File: config.mk
export PLATFORM = sky130hd
export DESIGN_NAME = rx_buffer_ctrl
export DESIGN_NICKNAME = d
export VERILOG_FILES = /design/src/rtl/rx_buffer_ctrl.sv
export SDC_FILE = /design/constraint.sdc
export NUM_CORES = 1
export LEC_CHECK = 0
export BUFFER_PORTS_ARGS = -buffer_cell sky130_fd_sc_hd__buf_2
export CAP_MARGIN = 30
export CORE_MARGIN = 2
export CORE_UTILIZATION = 45
export DETAILED_ROUTE_END_ITERATION = 10
export PLACE_DENSITY = 0.68
export SYNTH_ARGS = -nofsm -noshare
export SYNTH_HDL_FRONTEND = slang
export SYNTH_SLANG_ARGS = --single-unit
export TNS_END_PERCENT = 20
File: constraint.sdc
create_clock -name clk -period 2.1 [get_ports clk]
set_clock_uncertainty 0.05 [all_clocks]
set_input_delay 0.21 -clock clk [delete_from_list [all_inputs] [get_ports clk]]
set_output_delay 0.21 -clock clk [all_outputs]
set_load 0.05 [all_outputs]
File: src/rtl/rx_buffer_ctrl.sv
// UART receive buffer: captures one byte per receiver handshake into a
// first-word-fall-through FIFO and keeps overflow / parity-error statistics.
module rx_buffer_ctrl #(
  parameter int DEPTH = 8,
  parameter int CW    = $clog2(DEPTH) + 1
) (
  input  logic          clk,
  input  logic          reset_n,
  input  logic          rx_receive,
  input  logic [7:0]    rx_dout,
  input  logic          rx_perr,
  output logic          rx_received,
  output logic          out_valid,
  output logic [7:0]    out_data,
  output logic          out_perr,
  input  logic          out_ready,
  output logic [CW-1:0] count,
  output logic          overflow,
  output logic [7:0]    perr_count,
  input  logic          clear_stats
);

  localparam int AW = $clog2(DEPTH);

  typedef enum logic {IDLE, ACK} state_t;

  state_t        state, next_state;
  logic [8:0]    mem [DEPTH];
  logic [AW-1:0] wr_ptr, rd_ptr;
  logic          capture, pop, full, wr_en, drop, perr_hit;

  // Capture happens only on the IDLE->ACK transition, so a long request yields one byte
  always_comb begin
    next_state = state;
    capture    = 1'b0;
    case (state)
      IDLE: begin
        if (rx_receive) begin
          capture    = 1'b1;
          next_state = ACK;
        end
      end
      ACK: begin
        if (!rx_receive) next_state = IDLE;
      end
      default: next_state = IDLE;
    endcase
  end

  assign out_valid = (count != '0);
  assign pop       = out_valid & out_ready;
  assign full      = (count == CW'(DEPTH));
  assign wr_en     = capture & (~full | pop);
  assign drop      = capture & full & ~pop;
  assign perr_hit  = capture & rx_perr;
  assign out_data  = mem[rd_ptr][7:0];
  assign out_perr  = mem[rd_ptr][8];

  always_ff @(posedge clk) begin
    if (!reset_n) begin
      state       <= IDLE;
      rx_received <= 1'b0;
    end else begin
      state       <= next_state;
      rx_received <= (next_state == ACK);
    end
  end

  always_ff @(posedge clk) begin
    if (wr_en) mem[wr_ptr] <= {rx_perr, rx_dout};
  end

  // Power-of-two depth lets the pointers wrap naturally
  always_ff @(posedge clk) begin
    if (!reset_n) begin
      wr_ptr <= '0;
      rd_ptr <= '0;
      count  <= '0;
    end else begin
      if (wr_en) wr_ptr <= wr_ptr + AW'(1);
      if (pop)   rd_ptr <= rd_ptr + AW'(1);
      case ({wr_en, pop})
        2'b10:   count <= count + CW'(1);
        2'b01:   count <= count - CW'(1);
        default: count <= count;
      endcase
    end
  end

  // A clear coincident with a new event leaves that event counted
  always_ff @(posedge clk) begin
    if (!reset_n) begin
      overflow   <= 1'b0;
      perr_count <= '0;
    end else if (clear_stats) begin
      overflow   <= drop;
      perr_count <= {7'b0, perr_hit};
    end else begin
      if (drop) overflow <= 1'b1;
      if (perr_hit && perr_count != 8'hFF) perr_count <= perr_count + 8'd1;
    end
  end

endmodule

==> results of run 1 <==
-- flip-flops by register name, indices dropped and copies added, names as in the netlist, named ones only --
signal,cells
overflow,1
mem,72
count,4
wr_ptr,3
state,1
rd_ptr,3
perr_count,8
-- cells in the mapped netlist --
cell type  number  area (sq um)
edfxtp_1       72          2160
dfxtp_1        23           460
mux4_2         18           405
nor2_1         16          60.1
mux2_2         11           124
nand2_1         9          33.8
and2_1          7          43.8
xnor2_1         7          61.3
nand2b_1        6          37.5
o21ai_0         6          30.0
a21oi_1         5          25.0
mux2i_1         5          50.1
nand4_1         5          31.3
nor2b_1         5          31.3
nor3_1          5          25.0
clkbuf_1        4          15.0
ha_1            4          50.1
a211oi_1        3          22.5
and3_1          3          18.8
buf_6           3          33.8
nand3_1         3          15.0
a21boi_0        2          15.0
buf_2           2          10.0
nand4b_1        2          17.5
a2111oi_1       1          10.0
a31oi_1         1          6.26
a32oi_1         1          8.76
and2b_1         1          7.51
and3b_1         1          8.76
buf_1           1          3.75
buf_4           1          7.51
nor4_1          1          6.26
o211ai_1        1          7.51
o211ai_2        1          12.5
o21ai_2         1          8.76
o21ai_4         1          16.3
o311ai_0        1          8.76
o31ai_1         1          7.51
o41ai_2         1          16.3
or3_4           1          11.3
or4_1           1          7.51
or4_4           1          11.3
or4b_2          1          10.0
xor2_1          1          8.76
-- per-layer routing --
| layer | routed length, microns | vias up | global-route usage, % |
|---|---|---|---|
| met3 | 379 | 9 | 4.37 |
| li1 | - | 1087 | - |
| met1 | 3210 | 1113 | 20.8 |
| met2 | 3510 | 67 | 25.9 |
| met5 | 0 | - | 0 |
| met4 | 115 | 0 | 5.45 |
-- final timing paths --
path	startpoint	to	slack (ns)	cells after the start
max reg2reg	state	mem[7][8]	0.16	3
min reg2reg	rd_ptr[1]	flip-flop	0.48	2
max	flip-flop	out_data[7]	-0.03	4
min	rx_dout[5]	mem[7][5]	0.06	1
-- through the flow --
stage	hold slack, ns	setup TNS, ns	cells
6_report	0.0629	-0.152	418
5_1_grt	0.0523	-0.679	418
4_1_cts	0.0534	-0.380	417
3_5_place_dp	0.434	0	400
3_3_place_gp	0.429	0	400
2_1_floorplan	0.259	-10.54	246
-- power by group through the flow --
stage                     clock network (W)  registers, W  logic [W]
after floorplan                           0       0.00226    0.00111
after global placement                    0       0.00219    0.00148
after detailed placement                  0       0.00219    0.00150
after CTS                           0.00121       0.00217    0.00167
after global routing                0.00128       0.00218    0.00176
final                               0.00118       0.00217    0.00165
-- layout make-up --
cell class / count / area share (%)
sequential: 95 / 56.0
timing repair buffer: 59 / 9.36
clock inverter: 6 / 1.39
multi-input combinational: 140 / 27.7
tap: 108 / 2.88
clock buffer: 10 / 2.72
-- what timing repair did --
action | 4_1_cts | 5_1_grt
pin swaps | 0 | 0
resized for setup | 21 | 3
gates cloned | 1 | 0
setup endpoints to repair | 9 | 15
-- kinds of logic (layout without fill, tap and decap cells) --
logic type      Yosys count  in the layout  synth area share, %
compound gates           26             26                 4.92
fa+ha+maj                 4              4                 1.26
simple gates             68             68                 9.50
flops                    95             95                 66.2
buf+inv                  11             75                 1.77
mux                      34             34                 14.6
xor+xnor                  8              8                 1.77
==> impl_metrics.py, run 1 <==
metrics = {
    "worst_setup_path": {
        "crit_family": "multiplexers",
        "path_class": "reg2out",
        "path_max_fanout": 9,
        "worst_path_largest_cell_delay_ns": 0.51,
        "crit_slowest_cell": "mux4_2",
        "worst-path-buf-inv": 2,
        "cp-end-kind": "output port",
        "arrival_ns": 1.87,
        "worstPathRequired_ns": 1.84,
        "start_kind": "flip-flop",
        "path_cells": "buf_12 > mux4_2 > mux2_2 > buf_6",
    },
    "cells_and_area": {
        "final_common_cell": "edfxtp_1",
        "nets": 323,
        "final_util_pct": 54.3,
        "areaGrowthSynthToFinish_pct": 18.4,
        "drive_gt1_share_pct": 36.5,
        "seq_area_sq_mm": 0.00263,
        "multi_input_area_sq_mm": 0.00130,
        "layout_common_cells": "edfxtp_1 (72), buf_2 (28), dfxtp_1 (22)",
        "stdcell_area_sq_mm": 0.00469,
        "nFillCells": 728,
        "num_antenna_cells": 0,
    },
    "routing": {
        "drt-wirelength-per-cell_microns": 17.3,
        "vias_per_cell": 5.44,
        "vias": 2276,
        "drtAntennaViolNets": 0,
        "drt_iter0_drc": 91,
        "drt_first_pass_iters": 4,
        "drc": 0,
        "routed_wl_microns": 7210,
    },
    "power_and_ir_drop": {
        "totalPowerFinal_w": 0.00500,
        "p_clk_share_pct": 23.7,
        "intPower_w": 0.00343,
        "p_leak_nw": 1.65,
        "p_per_area_mw_per_mm2": 1070,
        "swShare_pct": 31.4,
        "vdd_drop_max_v": 0.000671,
        "p_sw_w": 0.00157,
        "seqPwrFrac_pct": 43.4,
        "p_comb_share_pct": 33.0,
    },
    "placement": {
        "gp_congestion": 0.809,
        "post_dp_cell_area_sq_mm": 0.00439,
        "io_buffer_count": 37,
        "dp_hpwl_microns": 4640,
        "post-place-ws_ns": 0.0946,
    },
    "synthesis": {
        "ys_ff_latch": 95,
        "yosysWarnings": 0,
        "yosysUniqueCellTypes": 44,
        "synthCells": 246,
        "ys_seq_area_share_pct": 66.2,
        "synth.avg_cell_area_sq_um": 16.1,
        "synth_fp_nets": 264,
        "synth.cell_area_sq_mm": 0.00396,
    },
    "die": {
        "core_area_sq_mm": 0.00864,
        "die_w_microns": 97.9,
        "ioPinCount": 38,
        "num_rows": 34,
        "die_h_microns": 97.9,
        "start_util_pct": 45.9,
        "dieArea_sq_mm": 0.00958,
    },
    "timing": {
        "setup_viol": 9,
        "finalHoldViolations": 0,
        "period_needed_ns": 2.13,
        "max_freq_mhz": 469,
        "rsz0062_at_grt": "true",
        "worstMarginPinSlew_ns": 0.931,
        "setup_ws_ns": -0.0334,
        "slew_headroom_pct": 37.7,
        "finalCritPeriodShare_pct": 102,
        "final_max_slew_viol_count": 0,
    },
    "outcome": {
        "violations": "setup timing",
        "status": "finished, violations left",
    },
    "global_routing": {
        "grt_pass1_wl_microns": 11400,
        "overflow": 0,
        "antenna_found_initial": 0,
        "grt_max_degree": 19,
        "grt_pass1_vias": 2165,
        "grt_use_total_pct": 15.9,
    },
    "clock_network": {
        "clock_sinks": 95,
        "root_buffer": "clkbuf_8",
        "cts_setup_buffers": 0,
        "clkTransAtPathRegs_ns": 0.09,
        "worstSkewPairLatency_ns": 0.36,
        "cts_inserted_buffers": 9,
        "ctsHoldBuffers": 0,
        "clk_path_buf_depth": 2,
        "htreeDepth": 3,
        "cts_tree": "yes",
    },
    "worst_hold_path": {
        "hold_class": "in2reg",
    },
    "run": {
        "maxCapViolations": 0,
    },
}
No activity file was read; power rests on OpenSTA's default activity.
==> run 2: changes to the inputs <==
==> constraint.sdc (replaced) <==
create_clock -name clk -period 2.1 [get_ports clk]
set_clock_uncertainty 0.05 [all_clocks]
set_input_delay 0.315 -clock clk [delete_from_list [all_inputs] [get_ports clk]]
set_output_delay 0.315 -clock clk [all_outputs]
set_load 0.05 [all_outputs]
==> impl_metrics.py, run 2 (synthesized netlist as in run 1, its figures left out) <==
metrics = {
    "outcome": {
        "status": "finished, violations left",
        "violations": "setup timing",
    },
    "run": {
        "maxCapViolations": 0,
    },
    "clock_network": {
        "clk_path_buf_depth": 2,
        "ctsHoldBuffers": 0,
        "cts_inserted_buffers": 9,
        "cts_setup_buffers": 0,
        "cts_tree": "yes",
        "clock_sinks": 95,
        "htreeDepth": 3,
        "root_buffer": "clkbuf_8",
        "worstSkewPairLatency_ns": 0.36,
        "clkTransAtPathRegs_ns": 0.10,
    },
    "cells_and_area": {
        "num_antenna_cells": 0,
        "areaGrowthSynthToFinish_pct": 19.1,
        "final_common_cell": "edfxtp_1",
        "layout_common_cells": "edfxtp_1 (72), buf_2 (28), buf_4 (23)",
        "nets": 327,
        "largestRegisters": "mem x72, perr_count x8, count x4",
        "drive_gt1_share_pct": 37.3,
        "largest_reg_flops": 72,
        "stdcell_area_sq_mm": 0.00472,
        "final_util_pct": 54.7,
        "regMostFlops": "mem",
    },
    "power_and_ir_drop": {
        "vdd_drop_max_v": 0.000601,
        "p_leak_nw": 1.66,
        "totalPowerFinal_w": 0.00494,
        "p_per_area_mw_per_mm2": 1050,
    },
    "die": {
        "dieArea_sq_mm": 0.00958,
        "core_area_sq_mm": 0.00864,
        "die_h_microns": 97.9,
        "ioPinCount": 38,
        "num_rows": 34,
        "die_w_microns": 97.9,
        "start_util_pct": 45.9,
    },
    "routing": {
        "vias_per_cell": 5.35,
        "drt-wirelength-per-cell_microns": 16.6,
        "vias": 2256,
        "drc": 0,
        "drtAntennaViolNets": 0,
        "routed_wl_microns": 7010,
        "drt_first_pass_iters": 6,
        "drt_iter0_drc": 91,
    },
    "global_routing": {
        "grt_max_degree": 19,
        "grt_use_total_pct": 15.5,
        "antenna_found_initial": 0,
        "overflow": 0,
        "grt_pass1_vias": 2209,
        "grt_pass1_wl_microns": 11300,
    },
    "timing": {
        "setup_viol": 9,
        "period_needed_ns": 2.23,
        "worstMarginPinSlew_ns": 0.846,
        "max_freq_mhz": 449,
        "finalCritPeriodShare_pct": 106,
        "finalHoldViolations": 0,
        "slew_headroom_pct": 43.4,
        "rsz0062_at_grt": "true",
        "hold_ws_ns": 0.170,
        "final_max_slew_viol_count": 0,
        "setup_ws_ns": -0.126,
    },
    "placement": {
        "dp_hpwl_microns": 4550,
        "post_dp_cell_area_sq_mm": 0.00444,
        "io_buffer_count": 37,
        "gp_congestion": 0.768,
    },
    "worst_setup_path": {
        "path_max_fanout": 9,
        "cp-end-kind": "output port",
        "r2r-start": "count[3]",
        "path_class": "reg2out",
        "start_kind": "flip-flop",
        "rr_endpoint": "count[2]",
        "rr_worst_depth": 8,
        "worstPathRequired_ns": 1.74,
        "r2r_slack_ns": 0.23,
        "arrival_ns": 1.86,
    },
    "worst_hold_path": {
        "hold_class": "in2reg",
        "hold_start": "rx_dout[0]",
        "min_to": "mem[7][0]",
        "worstHoldPathCells": 1,
    },
}
run 2: changes by cell type in the layout (fill, tap and decap cells not counted), sizes merged:
cell,before,now
inv,3,4
bufinv,1,0
buf,59,63
clkinvlp,0,1
clkbuf,10,9
run 2: layer usage:
metal,vias up,track usage (%),routed length (microns)
met5,-,0,0
met3,8,5.51,358
li1,1091,-,-
met4,0,3.42,57
met2,60,25.8,3470
met1,1097,19.8,3120
run 2: critical path, stage by stage (launching register included):
cell and delay (ns):
dfxtp_4 0.41, buf_12 0.16, mux4_2 0.49, mux2_2 0.29
buf_6 0.16
run 2: metrics by stage:
step           std cells  setup WS [ns]  setup TNS (ns)
6_report             422         -0.126           -1.08
3_3_place_gp         405          0.177               0
5_1_grt              422         -0.204           -1.78
3_5_place_dp         405          0.174               0
2_1_floorplan        246         -0.256          -10.54
4_1_cts              422         -0.159           -1.36
run 2: area by class of cell:
class	count	area, sq um
repair buffers	63	482
clock inverters	7	62.6
fillers	699	3910
clock buffers	9	124
well taps	108	135
flip-flops and latches	95	2630
multi-input cells	140	1290
run 2: power breakdown:
| group | switching [W] | leakage (nW) | internal (W) |
|---|---|---|---|
| combinational | 0.000882 | 0.728 | 0.000771 |
| clock | 0.000664 | 0.0932 | 0.000457 |
| sequential | 0.0000615 | 0.840 | 0.00211 |
run 2: how the worst max path moves through the flow:
stage	from	endpoint	slack [ns]	cells past startpoint
6_report	flip-flop	out_data[7]	-0.13	4
5_1_grt	flip-flop	out_data[4]	-0.20	4
4_1_cts	flip-flop	out_data[4]	-0.16	4
3_5_place_dp	flip-flop	out_perr	0.17	4
3_3_place_gp	flip-flop	out_perr	0.18	4
2_1_floorplan	count[2]	mem[1][0]	-0.26	4
run 2: timing repair:
action                                  in CTS  in global routing
endpoints found under the setup margin       9                  9
pin swaps                                    0                  0
gates resized for setup                     22                  0
gates cloned                                 1                  0
==> run 3: changes to the inputs <==
- GPL_TIMING_DRIVEN: default -> 0
- REMOVE_ABC_BUFFERS: default -> 1
- clock period: 2.1 -> 1.9 ns (I/O delays scaled with it)
==> impl_metrics.py, run 3 (synthesized netlist as in run 1, its figures left out) <==
metrics = {
    "outcome": {
        "violations": "setup timing",
        "status": "finished, violations left",
    },
    "timing": {
        "rsz0062_at_grt": "true",
        "finalHoldViolations": 0,
        "hold_ws_ns": 0.143,
        "max_freq_mhz": 452,
        "worstMarginPinSlew_ns": 0.647,
        "finalCritPeriodShare_pct": 116,
        "period_needed_ns": 2.21,
        "setup_ws_ns": -0.312,
        "setup_viol": 9,
        "slew_headroom_pct": 56.8,
        "final_max_slew_viol_count": 0,
    },
    "global_routing": {
        "antenna_found_initial": 0,
        "grt_use_total_pct": 15.1,
        "overflow": 0,
        "grt_max_degree": 19,
        "grt_pass1_vias": 2100,
        "grt_pass1_wl_microns": 11100,
    },
    "cells_and_area": {
        "areaGrowthSynthToFinish_pct": 20.4,
        "layoutNonFillerInstCount": 402,
        "final_util_pct": 55.3,
        "num_antenna_cells": 0,
        "nFillCells": 684,
        "stdcell_area_sq_mm": 0.00477,
        "final_common_cell": "edfxtp_1",
        "drive_gt1_share_pct": 38.4,
        "layout_common_cells": "edfxtp_1 (72), buf_2 (27), mux4_2 (18)",
        "nets": 307,
        "largest_reg_flops": 72,
        "regMostFlops": "mem",
        "largestRegisters": "mem x72, perr_count x8, count x4",
    },
    "worst_hold_path": {
        "hold_class": "in2reg",
        "worstHoldPathCells": 1,
    },
    "clock_network": {
        "cts_tree": "yes",
        "clkTransAtPathRegs_ns": 0.10,
        "root_buffer": "clkbuf_8",
        "ctsHoldBuffers": 0,
        "clk_path_buf_depth": 2,
        "clock_sinks": 95,
        "htreeDepth": 3,
        "worstSkewPairLatency_ns": 0.36,
        "cts_inserted_buffers": 9,
    },
    "routing": {
        "drc": 0,
        "drt-wirelength-per-cell_microns": 17.4,
        "drt_first_pass_iters": 4,
        "vias": 2178,
        "drt_iter0_drc": 66,
        "vias_per_cell": 5.42,
        "drtAntennaViolNets": 0,
        "routed_wl_microns": 6990,
    },
    "worst_setup_path": {
        "rr_worst_depth": 7,
        "worst-path-buf-inv": 2,
        "crit_slowest_cell": "mux4_2",
        "crit_family": "multiplexers",
        "arrival_ns": 1.88,
        "worst_path_largest_cell_delay_ns": 0.50,
        "worstPathRequired_ns": 1.56,
        "crit_cells": 4,
        "path_cells": "clkbuf_16 > mux4_2 > mux2_4 > buf_8",
        "path_max_fanout": 6,
        "start_kind": "flip-flop",
        "path_class": "reg2out",
        "cp-end-kind": "output port",
    },
    "die": {
        "start_util_pct": 45.9,
        "die_h_microns": 97.9,
        "dieArea_sq_mm": 0.00958,
        "ioPinCount": 38,
        "core_area_sq_mm": 0.00864,
        "die_w_microns": 97.9,
        "num_rows": 34,
    },
    "run": {
        "maxCapViolations": 0,
    },
    "placement": {
        "dp.cells": 382,
        "dp_hpwl_microns": 4310,
        "gp_congestion": 0.837,
        "post_dp_cell_area_sq_mm": 0.00428,
        "io_buffer_count": 37,
    },
    "power_and_ir_drop": {
        "p_leak_nw": 1.62,
        "totalPowerFinal_w": 0.00589,
        "p_per_area_mw_per_mm2": 1230,
        "vdd_drop_max_v": 0.000811,
    },
}
-- run 3: final cells by class --
class / count / area, sq um / area share [%]
clock buffer: 9 / 124 / 2.60
clock inverter: 7 / 128 / 2.67
tap: 108 / 135 / 2.83
multi-input combinational: 140 / 1380 / 28.9
sequential: 95 / 2640 / 55.3
timing repair buffer: 43 / 367 / 7.68
-- run 3: metrics by stage --
stage,setup TNS [ns],setup WS [ns]
floorplan,-30.27,-0.629
finish,-2.66,-0.312
CTS,-2.71,-0.332
global route,-3.64,-0.371
global placement,-63.65,-1.33
detailed placement,-36.08,-0.558
-- run 3: worst paths after layout --
path	slack, ns	end	startpoint
max reg2reg	0.03	count[2]	count[0]
min reg2reg	0.46	flip-flop	rd_ptr[1]
min	0.14	mem[4][7]	rx_dout[7]
max	-0.31	out_data[6]	flip-flop
-- run 3: repair_timing --
item	CTS	global route
buffers inserted	3	0
pin swaps	3	2
endpoints found under the hold margin	0	0
cloned	0	1
setup endpoints to repair	84	43
resized for setup	39	14
-- run 3: where the power goes --
group / internal [W] / total [W] / leakage [nW] / switching [W]
Combinational: 0.000883 / 0.00179 / 0.652 / 0.000904
Sequential: 0.00234 / 0.00249 / 0.843 / 0.000154
Clock: 0.000894 / 0.00161 / 0.126 / 0.000714
Total: 0.00411 / 0.00589 / 1.62 / 0.00177
-- run 3: worst reg2reg max path, stage by stage (launching register included) --
cell     delay, ns
dfxtp_2       0.38
o41ai_2       0.46
nor2_1        0.13
nor2_1        0.11
a21oi_1       0.05
ha_1          0.20
a32oi_1       0.23
mux2i_1       0.20
-- run 3: per-layer routing --
layer | vias up | part of all wire, % | global-route usage [%]
li1 | 1050 | - | -
met1 | 1075 | 46 | 19.7
met2 | 48 | 49 | 24.8
met3 | 5 | 3.8 | 5.15
met4 | 0 | 1.0 | 3.53
met5 | - | 0 | 0
